--- src/rtl/soc_system_pio_out_pkg.sv ---
// soc_system_pio_out_pkg: shared bus widths, register addresses and pulse engine states.
package soc_system_pio_out_pkg;
    localparam int ADDR_W = 3;
    localparam int DATA_W = 32;

    localparam logic [ADDR_W-1:0] ADDR_DATA      = 3'd0;
    localparam logic [ADDR_W-1:0] ADDR_PULSE_LEN = 3'd1;
    localparam logic [ADDR_W-1:0] ADDR_PULSE     = 3'd2;
    localparam logic [ADDR_W-1:0] ADDR_STATUS    = 3'd3;
    localparam logic [ADDR_W-1:0] ADDR_OUTSET    = 3'd4;
    localparam logic [ADDR_W-1:0] ADDR_OUTCLEAR  = 3'd5;
    localparam logic [ADDR_W-1:0] ADDR_IRQ_EN    = 3'd6;

    localparam int STATUS_DONE = 0;
    localparam int STATUS_BUSY = 1;

    typedef enum logic {PS_IDLE, PS_ACTIVE} pulse_state_e;
endpackage

--- src/rtl/soc_system_pio_out_if.sv ---
// soc_system_pio_out_if: Avalon-MM slave bus for the output PIO.
//   address, chipselect, write_n, writedata : master -> slave
//   readdata                                : slave -> master, 1-cycle latency
interface soc_system_pio_out_if;
    import soc_system_pio_out_pkg::*;
    logic [ADDR_W-1:0] address;
    logic              chipselect;
    logic              write_n;
    logic [DATA_W-1:0] writedata;
    logic [DATA_W-1:0] readdata;
    modport master (output address, chipselect, write_n, writedata, input readdata);
    modport slave  (input address, chipselect, write_n, writedata, output readdata);
endinterface

--- src/rtl/soc_system_pio_pulse_timer.sv ---
// soc_system_pio_pulse_timer: retriggerable one-shot mask with sticky done flag.
//   trigger/trig_bits : start or retrigger; zero trig_bits is ignored
//   len               : pulse length in clk cycles, 0 treated as 1
//   done_clr          : clear done (a same-cycle set wins)
//   mask, busy, done  : active bits, mask != 0, sticky expiry flag
module soc_system_pio_pulse_timer
    import soc_system_pio_out_pkg::*;
#(
    parameter int WIDTH   = 12,
    parameter int PULSE_W = 16
) (
    input  logic               clk,
    input  logic               reset_n,
    input  logic               trigger,
    input  logic [WIDTH-1:0]   trig_bits,
    input  logic [PULSE_W-1:0] len,
    input  logic               done_clr,
    output logic [WIDTH-1:0]   mask,
    output logic               busy,
    output logic               done
);
    pulse_state_e       state, state_d;
    logic [PULSE_W-1:0] cnt, cnt_d;
    logic [WIDTH-1:0]   mask_d;
    logic               done_set;

    always_ff @(posedge clk or negedge reset_n) begin
        if (!reset_n) begin
            state <= PS_IDLE;
            mask  <= '0;
            cnt   <= '0;
            done  <= 1'b0;
        end else begin
            state <= state_d;
            mask  <= mask_d;
            cnt   <= cnt_d;
            done  <= done_set | (done & ~done_clr);
        end
    end

    // A trigger outranks expiry in the same cycle, so a retrigger on the
    // last active cycle extends the pulse without raising done.
    always_comb begin
        state_d  = state;
        mask_d   = mask;
        cnt_d    = cnt;
        done_set = 1'b0;
        if (trigger && trig_bits != '0) begin
            state_d = PS_ACTIVE;
            mask_d  = mask | trig_bits;
            cnt_d   = (len == '0) ? PULSE_W'(1) : len;
        end else if (state == PS_ACTIVE) begin
            if (cnt > PULSE_W'(1)) begin
                cnt_d = cnt - PULSE_W'(1);
            end else begin
                state_d  = PS_IDLE;
                mask_d   = '0;
                cnt_d    = '0;
                done_set = 1'b1;
            end
        end
    end

    assign busy = (state == PS_ACTIVE);
endmodule

--- src/rtl/soc_system_pio_out.sv ---
// soc_system_pio_out: Avalon-MM output PIO with set/clear aliases and one-shot pulses.
//   clk, reset_n : clock, asynchronous active-low reset
//   bus          : Avalon-MM slave (address, chipselect, write_n, writedata, readdata)
//   out_port     : data register ORed with the active pulse mask
//   irq          : registered done & irq_en
module soc_system_pio_out
    import soc_system_pio_out_pkg::*;
#(
    parameter int               WIDTH       = 12,
    parameter int               PULSE_W     = 16,
    parameter logic [WIDTH-1:0] RESET_VALUE = '0
) (
    input  logic                 clk,
    input  logic                 reset_n,
    soc_system_pio_out_if.slave  bus,
    output logic [WIDTH-1:0]     out_port,
    output logic                 irq
);
    logic [WIDTH-1:0]   data_reg;
    logic [PULSE_W-1:0] len_reg;
    logic               irq_en;
    logic [WIDTH-1:0]   mask;
    logic               busy;
    logic               done;
    logic               wr;
    logic [WIDTH-1:0]   wbits;
    logic [DATA_W-1:0]  rd_mux;

    assign wr    = bus.chipselect & ~bus.write_n;
    assign wbits = bus.writedata[WIDTH-1:0];

    soc_system_pio_pulse_timer #(.WIDTH(WIDTH), .PULSE_W(PULSE_W)) u_timer (
        .clk       (clk),
        .reset_n   (reset_n),
        .trigger   (wr && bus.address == ADDR_PULSE),
        .trig_bits (wbits),
        .len       (len_reg),
        .done_clr  (wr && bus.address == ADDR_STATUS && bus.writedata[STATUS_DONE]),
        .mask      (mask),
        .busy      (busy),
        .done      (done)
    );

    always_ff @(posedge clk or negedge reset_n) begin
        if (!reset_n) begin
            data_reg     <= RESET_VALUE;
            len_reg      <= '0;
            irq_en       <= 1'b0;
            bus.readdata <= '0;
            irq          <= 1'b0;
        end else begin
            if (wr && bus.address == ADDR_DATA)
                data_reg <= wbits;
            else if (wr && bus.address == ADDR_OUTSET)
                data_reg <= data_reg | wbits;
            else if (wr && bus.address == ADDR_OUTCLEAR)
                data_reg <= data_reg & ~wbits;
            if (wr && bus.address == ADDR_PULSE_LEN)
                len_reg <= bus.writedata[PULSE_W-1:0];
            if (wr && bus.address == ADDR_IRQ_EN)
                irq_en <= bus.writedata[0];
            bus.readdata <= rd_mux;
            irq          <= done & irq_en;
        end
    end

    always_comb begin
        rd_mux = '0;
        case (bus.address)
            ADDR_DATA:      rd_mux = DATA_W'(data_reg);
            ADDR_PULSE_LEN: rd_mux = DATA_W'(len_reg);
            ADDR_PULSE:     rd_mux = DATA_W'(mask);
            ADDR_STATUS: begin
                rd_mux[STATUS_DONE] = done;
                rd_mux[STATUS_BUSY] = busy;
            end
            ADDR_IRQ_EN:    rd_mux[0] = irq_en;
            default:        rd_mux = '0;
        endcase
    end

    assign out_port = data_reg | mask;
endmodule

--- src/flat_wrapper.sv ---
// flat-port wrapper written by rule: the top's interface ports become plain ports
module soc_system_pio_out_flat import soc_system_pio_out_pkg::*;
#(
    parameter int               WIDTH       = 12,
    parameter int               PULSE_W     = 16,
    parameter logic [WIDTH-1:0] RESET_VALUE = '0
)
  (clk, reset_n, out_port, irq, bus_address, bus_chipselect, bus_write_n, bus_writedata, bus_readdata);
  soc_system_pio_out_if bus_i ();
  input  logic clk;
  input  logic reset_n;
  output logic [WIDTH-1:0] out_port;
  output logic irq;
  input wire logic [$bits(bus_i.address)-1:0] bus_address;
  input wire logic [$bits(bus_i.chipselect)-1:0] bus_chipselect;
  input wire logic [$bits(bus_i.write_n)-1:0] bus_write_n;
  input wire logic [$bits(bus_i.writedata)-1:0] bus_writedata;
  output wire logic [$bits(bus_i.readdata)-1:0] bus_readdata;
  assign bus_i.address = bus_address;
  assign bus_i.chipselect = bus_chipselect;
  assign bus_i.write_n = bus_write_n;
  assign bus_i.writedata = bus_writedata;
  assign bus_readdata = bus_i.readdata;
  soc_system_pio_out #(.WIDTH(WIDTH), .PULSE_W(PULSE_W), .RESET_VALUE(RESET_VALUE)) u_core (.clk(clk), .reset_n(reset_n), .bus(bus_i), .out_port(out_port), .irq(irq));
endmodule
--- config.mk ---
export PLATFORM = sky130hd
export DESIGN_NAME = soc_system_pio_out_flat
export DESIGN_NICKNAME = d
export VERILOG_FILES = /design/src/rtl/soc_system_pio_out_pkg.sv /design/src/rtl/soc_system_pio_out_if.sv /design/src/rtl/soc_system_pio_pulse_timer.sv /design/src/rtl/soc_system_pio_out.sv /design/src/flat_wrapper.sv
export SDC_FILE = /design/constraint.sdc
export NUM_CORES = 1
export LEC_CHECK = 0
export ABC_AREA = 1
export CORE_MARGIN = 2
export CORE_UTILIZATION = 48
export CTS_BUF_LIST = sky130_fd_sc_hd__clkbuf_2 sky130_fd_sc_hd__clkbuf_4 sky130_fd_sc_hd__clkbuf_8
export CTS_CLUSTER_DIAMETER = 30
export CTS_CLUSTER_SIZE = 24
export DETAILED_ROUTE_END_ITERATION = 12
export PLACE_DENSITY = 0.89
export REMOVE_ABC_BUFFERS = 1
export SYNTH_ARGS = -nofsm -noshare
export SYNTH_HDL_FRONTEND = slang
export SYNTH_SLANG_ARGS = --single-unit
--- constraint.sdc ---
create_clock -name clk -period 1.55 [get_ports clk]
set_input_delay 0.2325 -clock clk [delete_from_list [all_inputs] [get_ports clk]]
set_output_delay 0.2325 -clock clk [all_outputs]
set_load 0.01 [all_outputs]
# ---- Yosys cells after proc, flatten, opt, wreduce, memory -nomap -nowiden
# Index checks and enable logic that the tools add are counted.
# Widths: inputs -> output; s select.
dict set report op_classes {
  n_eq_ne 7
  n_mux 19
  n_addsub 1
  magnitude_cmp 1
  bitwise_logic 11
  reduce_logical 15
}
# cell n
set op_table {}
lappend op_table {{$mux 12} 6}
lappend op_table {{$mux 16} 4}
lappend op_table {{$pmux 14 s3} 1}
lappend op_table {{$or 12x12->12} 3}
lappend op_table {{$gt 16x1->1 const B} 1}
lappend op_table {{$logic_not 16->1} 1}
lappend op_table {{$sub 16x1->16 const B} 1}
lappend op_table {{$and 12x12->12} 1}
lappend op_table {{$not 12->12} 1}
lappend op_table {{$reduce_bool 12->1} 1}
lappend op_table {{$eq 3x3->1 const B} 3}
lappend op_table {{$logic_and 1x1->1} 9}
lappend op_table {{$eq 3x2->1 const B} 2}
lappend op_table {{$mux 1} 6}
lappend op_table {{$pmux 1 s5} 1}
lappend op_table {{$pmux 1 s4} 1}
lappend op_table {{$and 1x1->1} 3}
lappend op_table {{$eq 3x1->1 const B} 1}
lappend op_table {{$logic_not 3->1} 1}
lappend op_table {{$reduce_bool 3->1} 1}
lappend op_table {{$ne 2x2->1 const B} 1}
lappend op_table {{$not 1->1} 2}
lappend op_table {{$reduce_and 2->1} 1}
lappend op_table {{$reduce_bool 2->1} 1}
lappend op_table {{$or 1x1->1} 1}
dict set report word_totals {
  inputBits 39
  regBits 76
  output_inout_bits 45
  wordCells 63
}

# ---- Longest topological paths before layout
# Gate-level depths: netlist (run 1).
dict set report depth {
  depth_word 7
  mapped_depth 12
  mapped_depth_nobuf 10
}

# ---- Hierarchy
# From an unflattened synthesis (run 1), not the netlist that was laid out.
dict set report hier_totals {
  hier_cells 587
  hier_area_um2 4319.1
}
# mod area_each_um2 seq_area_each_um2 n_inst cells_per_inst
set modules_own_cells {}
lappend modules_own_cells {soc_system_pio_out 2304.7 1151.1 1 278}
lappend modules_own_cells {soc_system_pio_pulse_timer 2014.4 750.7 1 309}

# ---- Worst setup path after synthesis (run 1)
# OpenSTA, ideal clock, no wires.
dict set report synth_path {
  path_type {flip-flop to flip-flop}
  startpoint {register u_core.u_timer.cnt[0]}
  endpoint {register u_core.u_timer.cnt[15]}
  setup_slack_ns 0.020
  n_path_buf 1
  synth_period_minus_slack_ns 1.530
  required_ns 1.433
  t_arrival_ns 1.414
  setup_time_ns 0.117
  path_stages_with_launch 11
  path_cell_list {dfrtp_1 -> inv_1 -> ha_1 -> o21ai_1 -> nor2_2 -> nand2_2 -> nand2_2 -> buf_6 -> nor2_1 -> nor2_1 -> nor2_1}
}
dict set report synth_between {
  elab_chain_len 4
  word_cells_on_any_way 5
  cone_classes {add/sub (1); order compare (1); mux (3)}
}
# item line
set synth_lines {}
lappend synth_lines {{start, declared} soc_system_pio_pulse_timer.sv:23} ;# logic [PULSE_W-1:0] cnt, cnt_d;
lappend synth_lines {{start signal, assigned} soc_system_pio_pulse_timer.sv:36} ;# cnt <= cnt_d;
lappend synth_lines {{$sub 16x1->16 / $gt 16x1->1 (equally long branches)} {soc_system_pio_pulse_timer.sv:54, soc_system_pio_pulse_timer.sv:53}}
lappend synth_lines {{$mux 16 (*)} soc_system_pio_pulse_timer.sv:53} ;# if (cnt > PULSE_W'(1)) begin
lappend synth_lines {{$mux 16 (*)} soc_system_pio_pulse_timer.sv:52} ;# end else if (state == PS_ACTIVE) begin
lappend synth_lines {{$mux 16 (*)} soc_system_pio_pulse_timer.sv:48} ;# if (trigger && trig_bits != '0) begin
# Every way passes the cells marked *; elsewhere a longest branch is shown, timed or not. The select of a mux whose other input is x is not followed.
# A chain may end at the register's enable or synchronous reset.

# ---- Final worst setup path (run 1)
dict set report layout_path {
  startpoint {input bus_writedata[1]}
  endpoint {register u_core.u_timer.cnt[11]}
}
dict set report layout_between {
  elab_chain_len 3
  word_cells_on_any_way 4
  cone_classes {mux (1); reduce/logical (3)}
}
# item line
set layout_lines {}
lappend layout_lines {{start, declared} flat_wrapper.sv:17} ;# input wire logic [$bits(bus_i.writedata)-1:0] bus_writedata;
lappend layout_lines {{$reduce_bool 12->1 (*)} soc_system_pio_pulse_timer.sv:48}
lappend layout_lines {{$logic_and 1x1->1 (*)} soc_system_pio_pulse_timer.sv:48}
lappend layout_lines {{$mux 16 / $reduce_bool 2->1 (equally long branches)} -}
# Every way passes the cells marked *; elsewhere a longest branch is shown, timed or not.

==> results of run 1 <==
synth_stat cells (2+ instances only):
| cell | number |
|---|---|
| nand3_1 | 20 |
| nor2_1 | 46 |
| buf_4 | 17 |
| ha_1 | 2 |
| nand4_1 | 3 |
| buf_6 | 2 |
| nor4_1 | 2 |
| o221ai_1 | 11 |
| nand2_2 | 10 |
| or2_2 | 12 |
| o21ai_0 | 26 |
| nand2_1 | 112 |
| o21ai_1 | 12 |
| nor2_2 | 6 |
| clkbuf_1 | 6 |
| inv_1 | 68 |
| xnor2_1 | 2 |
| o21ai_2 | 6 |
| dfrtp_1 | 76 |
| a21oi_1 | 13 |
| xor2_1 | 4 |
| o22ai_1 | 11 |
| nor2_4 | 4 |
| inv_2 | 2 |
| buf_2 | 5 |
layer usage:
metal,up-vias,global-route usage [%],share of wire [%]
li1,1801,-,-
met3,103,5.138,10
met1,1915,32.20,34
met2,345,44.37,48
met5,-,0,0
met4,0,13.53,6.8
logic make-up after synthesis:
family	count (synthesis)	share of synthesized area, %
compound gates	84	12.75
xor+xnor	6	1.312
fa+ha+maj	2	0.6247
buf+inv	104	12.65
flops	76	47.49
other cells	1	0.09363
simple gates	220	25.09
worst register-to-register path: stages, from the launching register on:
cell and delay [ns]:
dfrtp_1 0.41, inv_2 0.12, ha_4 0.19, o21ai_2 0.10
nor2_4 0.17, buf_6 0.15, nand4_4 0.19, nand2_1 0.15
o21ai_1 0.08
how the worst max path moves through the flow:
stage                     startpoint                endpoint  slack [ns]  cells past startpoint
6_report            bus_writedata[1]  u_core.u_timer.cnt[11]       -0.16                     11
5_1_grt             bus_writedata[9]  u_core.u_timer.cnt[15]       -0.17                     11
4_1_cts        u_core.u_timer.cnt[1]   u_core.u_timer.cnt[7]      -0.002                      9
3_5_place_dp        bus_writedata[3]   u_core.u_timer.cnt[0]       -0.41                     10
3_3_place_gp        bus_writedata[2]   u_core.u_timer.cnt[8]       -0.30                     10
2_1_floorplan         bus_address[0]      u_core.len_reg[10]       -0.32                      5
metrics by stage:
stage	power [mW]	worst slack, ns	TNS (ns)
after floorplan	4.293	-0.3205	-5.242
after global placement	5.384	-0.2980	-11.89
after detailed placement	5.527	-0.4095	-16.34
after CTS	7.244	-0.002225	-0.002225
after global routing	8.064	-0.1693	-3.648
final	7.740	-0.1589	-2.813
cells in the final DEF (no fill, tap or decap), types with 3 or more instances in the layout:
cell / Yosys / layout
xor2_1: 4 / 4
nor2_4: 4 / 9
clkbuf_2: 1 / 6
inv_2: 2 / 6
nand3_2: 1 / 3
nor2_2: 6 / 13
nand2_4: 1 / 4
or2_2: 12 / 12
nand2_2: 10 / 13
nand4_1: 3 / 3
clkdlybuf4s15_1: 0 / 6
o221ai_1: 11 / 11
buf_4: 17 / 71
a21oi_1: 13 / 13
clkbuf_8: 0 / 9
o21ai_2: 6 / 9
dfrtp_1: 76 / 76
nor2_1: 46 / 35
conb_1: 1 / 16
o21ai_0: 26 / 22
inv_1: 68 / 64
nand3_1: 20 / 18
buf_12: 1 / 4
o21ai_1: 12 / 13
clkdlybuf4s50_1: 0 / 36
o22ai_1: 11 / 11
buf_6: 2 / 4
nand2_1: 112 / 106
where the power goes:
group	switching [mW]	total [mW]	leakage (nW)	internal, mW
clock network	0.833	1.60	0.0984	0.768
logic	1.81	3.27	1.66	1.46
registers	0.397	2.87	0.925	2.48
cell type report:
class | instances | area share, %
well taps | 105 | 2.397
clock buffers | 9 | 2.260
multi-input cells | 331 | 33.37
clock inverters | 7 | 1.507
inverters | 71 | 4.908
repair buffers | 130 | 20.86
flip-flops and latches | 76 | 34.70
repair_timing:
item | in CTS | in global routing
setup endpoints to repair | 40 | 37
cloned | 2 | 1
resized for setup | 32 | 48
setup buffers | 12 | 6
hold buffers | 1 | 0
pin swaps | 4 | 17
endpoints found under the hold margin | 31 | 0
==> qor.yml, run 1 <==
placement:
  routabilityCongestion: 0.9361
  dp_cells: 691
  dp_hpwl_mm: 7.943
  io_buffers: 51
  placed_area_mm2: 0.004951
worst_setup_path:
  path_cells: "clkdlybuf4s50_1 > inv_2 > nand2_1 > nor3_2 > nand2_1 > nand2_4 > buf_12 > buf_4 > o21ai_0 > nor2_1 > nor2_1"
  r2r_start: "u_core.u_timer.cnt[1]"
  cpPeakStageDelay_ns: 0.46
  path_class: "in2reg"
  r2r_cells: 8
  critPathArrivalTime_ns: 1.97
  r2r_end: "u_core.u_timer.mask[2]"
  required_ns: 1.81
  slowest_stage: "clkdlybuf4s50_1"
  cp.buffers_inverters: 4
  cp-end-kind: "flip-flop"
  crit_fanout: 6
  critPathTopFamily: "buffers and inverters"
  startpoint_type: "input port"
  reg2reg_slack_ns: -0.11
die:
  core_mm2: 0.008134
  top_level_ports: 84
  die-area_mm2: 0.009091
  initial_core_util_pct: 49.24
  die_w_um: 95.35
  die_h_um: 95.35
  rows: 33
cells_and_area:
  area_delta_synth_final_pct: 36.86
  final_util_pct: 67.39
  final-seq-area_mm2: 0.001902
  diodes: 0
  final_area_mm2: 0.005482
  finalNonFillerCells: 729
  multi_input_area_mm2: 0.001829
  nets: 660
  drive_gt1_share_pct: 28.37
  fillers: 529
sta:
  fmax_ghz: 0.5852
  setup_viol: 36
  fin_worst_skew_ns: 0.01403
  fin_crit_sh_pct: 110.3
  hold_viol: 0
  worst_slack_ns: -0.1589
  final_max_slew_viol_count: 0
  fin_hold_ws_ns: 0.2660
  rsz0062_at_grt: "true"
  layout_min_cycle_time_ns: 1.709
logic_synthesis:
  synth.distinct_cells: 40
  synth-seq-area-share_pct: 47.49
  netlist.area_leader.share_pct: 47.49
  synth_area_leader_cell: "dfrtp_1"
  ys_ff_latch: 76
  ys_warn_count: 0
  syn_avg_cell_area_um2: 8.124
  synth_edf_count: 0
  yosys_most_used_dff: "dfrtp_1"
  synthesis.area_mm2: 0.004005
  yosys-top-cells-area: "dfrtp_1 47%, nand2_1 10%, inv_1 6.4%"
  async_flop_share_pct: 100.0
  postSynthCellCount: 493
route:
  drc_errors: 0
  vias: 4164
  drtIter0Drc: 559
  wire_per_inst_um: 18.39
  vias_per_cell: 5.712
  drt-pass1-iter-count: 6
  drt-total-wl_mm: 13.41
  drtAntennaViolNets: 0
global_routing:
  grt_pass1_vias: 3865
  grt_pass1_wl_mm: 18.19
  grt.overflow.total: 0
  grt_use_total_pct: 26.39
  grt_max_degree: 32
  antenna_found_initial: 0
run_status:
  violations: "setup timing"
  status: "complete, but fails checks"
hold_path:
  hp-class: "in2async"
clock_tree:
  tritoncts: "built"
  clk_pin_slew_worst_paths_ns: 0.09
  clock_latency_ns: 0.37
  htree_levels: 3
  cts_buffers: 9
  clk_path_buf_depth: 2
  cts_root_buf: "clkbuf_8"
  clock-sinks: 76
power:
  leakagePower_nw: 2.686
  power_density_mw_per_mm2: 1412
  ir_drop_mv: 0.7369
run:
  max_cap_violations: 0
Note: power is estimated with default switching activity, not from simulation.
==> run 2: changes to the inputs <==
--- a/config.mk
+++ b/config.mk
@@ -6,7 +6,7 @@
 export NUM_CORES = 1
 export LEC_CHECK = 0
 export ABC_AREA = 1
-export CORE_MARGIN = 2
+export CORE_MARGIN = 4
 export CORE_UTILIZATION = 48
 export CTS_BUF_LIST = sky130_fd_sc_hd__clkbuf_2 sky130_fd_sc_hd__clkbuf_4 sky130_fd_sc_hd__clkbuf_8
 export CTS_CLUSTER_DIAMETER = 30
==> qor.yml, run 2 (synthesis results as in run 1) <==
run_status:
  violations: "setup timing"  # unchanged
  status: "complete, but fails checks"  # unchanged
clock_tree:
  cts_root_buf: "clkbuf_8"  # unchanged
  clock_latency_ns: 0.36  # was 0.37 ns
  cts_buffers: 9  # unchanged
  clk_pin_slew_worst_paths_ns: 0.09  # about the same
  tritoncts: "built"  # unchanged
  htree_levels: 3  # unchanged
  clock-sinks: 76  # unchanged
  clk_path_buf_depth: 2  # unchanged
die:
  die_w_um: 99.35  # was 95.35 um
  core_mm2: 0.008175  # was 0.008134 mm^2
  die-area_mm2: 0.009869  # was 0.009091 mm^2
  top_level_ports: 84  # unchanged
  initial_core_util_pct: 48.99  # was 49.24%
  rows: 33  # unchanged
  die_h_um: 99.35  # was 95.35 um
route:
  drt-pass1-iter-count: 5  # was 6
  vias: 4012  # was 4,164
  top_layer: "met4"  # unchanged
  drtIter0Drc: 562  # was 559
  wl_met2_mm: 6.123  # was 6.498 mm
  vias_per_cell: 5.572  # was 5.712
  wl_met3_mm: 1.120  # was 1.390 mm
  wl_met1_mm: 4.702  # was 4.613 mm
  drt-total-wl_mm: 12.50  # was 13.41 mm
  drtAntennaViolNets: 0  # unchanged
  wire_per_inst_um: 17.36  # was 18.39 um
  drc_errors: 0  # unchanged
cells_and_area:
  drive_gt1_share_pct: 28.62  # was 28.37%
  area_delta_synth_final_pct: 34.52  # was 36.86%
  final_common_cell: "nand2_1"  # unchanged
  final_area_mm2: 0.005388  # was 0.005482 mm^2
  diodes: 0  # unchanged
  final_cell_mix: "102 x nand2_1, 76 x dfrtp_1, 64 x inv_1"  # was 106 x nand2_1, 76 x dfrtp_1, 71 x buf_4
  fillers: 582  # was 529
  final-seq-area_mm2: 0.001902  # unchanged
  nets: 651  # was 660
  multi_input_area_mm2: 0.001807  # was 0.001829 mm^2
  final_util_pct: 65.90  # was 67.39%
power:
  power_density_mw_per_mm2: 1370  # was 1412 mW/mm^2
  leakagePower_nw: 2.626  # was 2.686 nW
  ir_drop_mv: 0.8964  # was 0.7369 mV
placement:
  io_buffers: 51  # unchanged
  routabilityCongestion: 0.9548  # was 0.9361
  placed_area_mm2: 0.004866  # was 0.004951 mm^2
  dp_hpwl_mm: 7.811  # was 7.943 mm
worst_setup_path:
  critPathArrivalTime_ns: 1.88  # was 1.97 ns
  cp-end-kind: "flip-flop"  # unchanged
  crit_fanout: 7  # was 6
  startpoint_type: "flip-flop"  # was input port
  path_class: "reg2reg"  # was in2reg
  required_ns: 1.80  # was 1.81 ns
sta:
  fmax_ghz: 0.6119  # was 0.5852 GHz
  hold_viol: 0  # unchanged
  fin_crit_sh_pct: 105.4  # was 110.3%
  fin_hold_ws_ns: 0.2894  # was 0.2660 ns
  rsz0062_at_grt: "true"  # unchanged
  final_max_slew_viol_count: 0  # unchanged
  fin_worst_skew_ns: 0.007699  # was 0.01403 ns
  layout_min_cycle_time_ns: 1.634  # was 1.709 ns
  worst_slack_ns: -0.08416  # was -0.1589 ns
  setup_viol: 23  # was 36
run:
  max_cap_violations: 0  # unchanged
global_routing:
  grt_pass1_vias: 4039  # was 3,865
  grt_max_degree: 34  # was 32
  grt_use_total_pct: 24.26  # was 26.39%
  grt_pass1_wl_mm: 18.99  # was 18.19 mm
  grt.overflow.total: 0  # unchanged
  antenna_found_initial: 0  # unchanged
hold_path:
  hp-class: "in2reg"  # was in2async
[run 2: path summary, 6_finish.rpt]
kind	endpoint	slack, ns	start	depth (start not counted)
setup / recovery	u_core.u_timer.mask[1]	-0.08	u_core.u_timer.cnt[0]	8
hold / removal	u_core.len_reg[1]	0.29	bus_writedata[1]	3
setup reg to reg	u_core.u_timer.mask[1]	-0.08	u_core.u_timer.cnt[0]	8
hold reg to reg	u_core.irq	0.53	u_core.u_timer.done	2
max in group asynchronous	async pin	0.65	reset_n	3
min in group asynchronous	u_core.bus.readdata[15]	0.34	reset_n	2
[run 2: layer usage]
metal	vias up	GRT usage [%]
li1	1767	-
met1	1919	29.84
met2	260	39.82
met3	66	5.610
met4	0	12.61
met5	-	0
[run 2: where the power goes]
part | switching (mW) | total (mW) | internal (mW)
Sequential | 0.430 | 2.91 | 2.48
Clock | 0.854 | 1.45 | 0.601
Combinational | 1.66 | 3.02 | 1.36
Total | 2.95 | 7.38 | 4.44
[run 2: what timing repair did]
item | 4_1_cts | 5_1_grt
gates cloned | 1 | 0
pin swaps | 8 | 24
resized for setup | 35 | 55
hold buffers | 1 | 0
setup buffers | 15 | 9
setup endpoints to repair | 41 | 40
endpoints found under the hold margin | 27 | 0
[run 2: final cells by class]
| cell class | count | share of cell area, % |
|---|---|---|
| sequential | 76 | 35.30 |
| timing repair buffer | 123 | 20.37 |
| clock buffer | 9 | 2.299 |
| inverter | 71 | 4.993 |
| clock inverter | 7 | 1.068 |
| tap | 105 | 2.438 |
| multi-input combinational | 329 | 33.53 |
[run 2: stage by stage]
step / cells / power (mW) / setup slack (ns) / setup TNS [ns]
global route: 720 / 7.778 / -0.1219 / -2.155
CTS: 711 / 6.882 / 0.001058 / 0
finish: 720 / 7.382 / -0.08416 / -0.6672
global placement: 678 / 5.222 / -0.3215 / -11.62
detailed placement: 678 / 5.319 / -0.3540 / -14.02
floorplan: 475 / 4.293 / -0.3205 / -5.242
[run 2: worst max-delay path, cell delays in order (launching register included)]
cell and delay [ns]:
dfrtp_1 0.44, inv_2 0.12, ha_4 0.16, o21ai_4 0.07, nor2_4 0.17, buf_6 0.14, nand4_4 0.19, nand2_1 0.17
o21ai_1 0.07
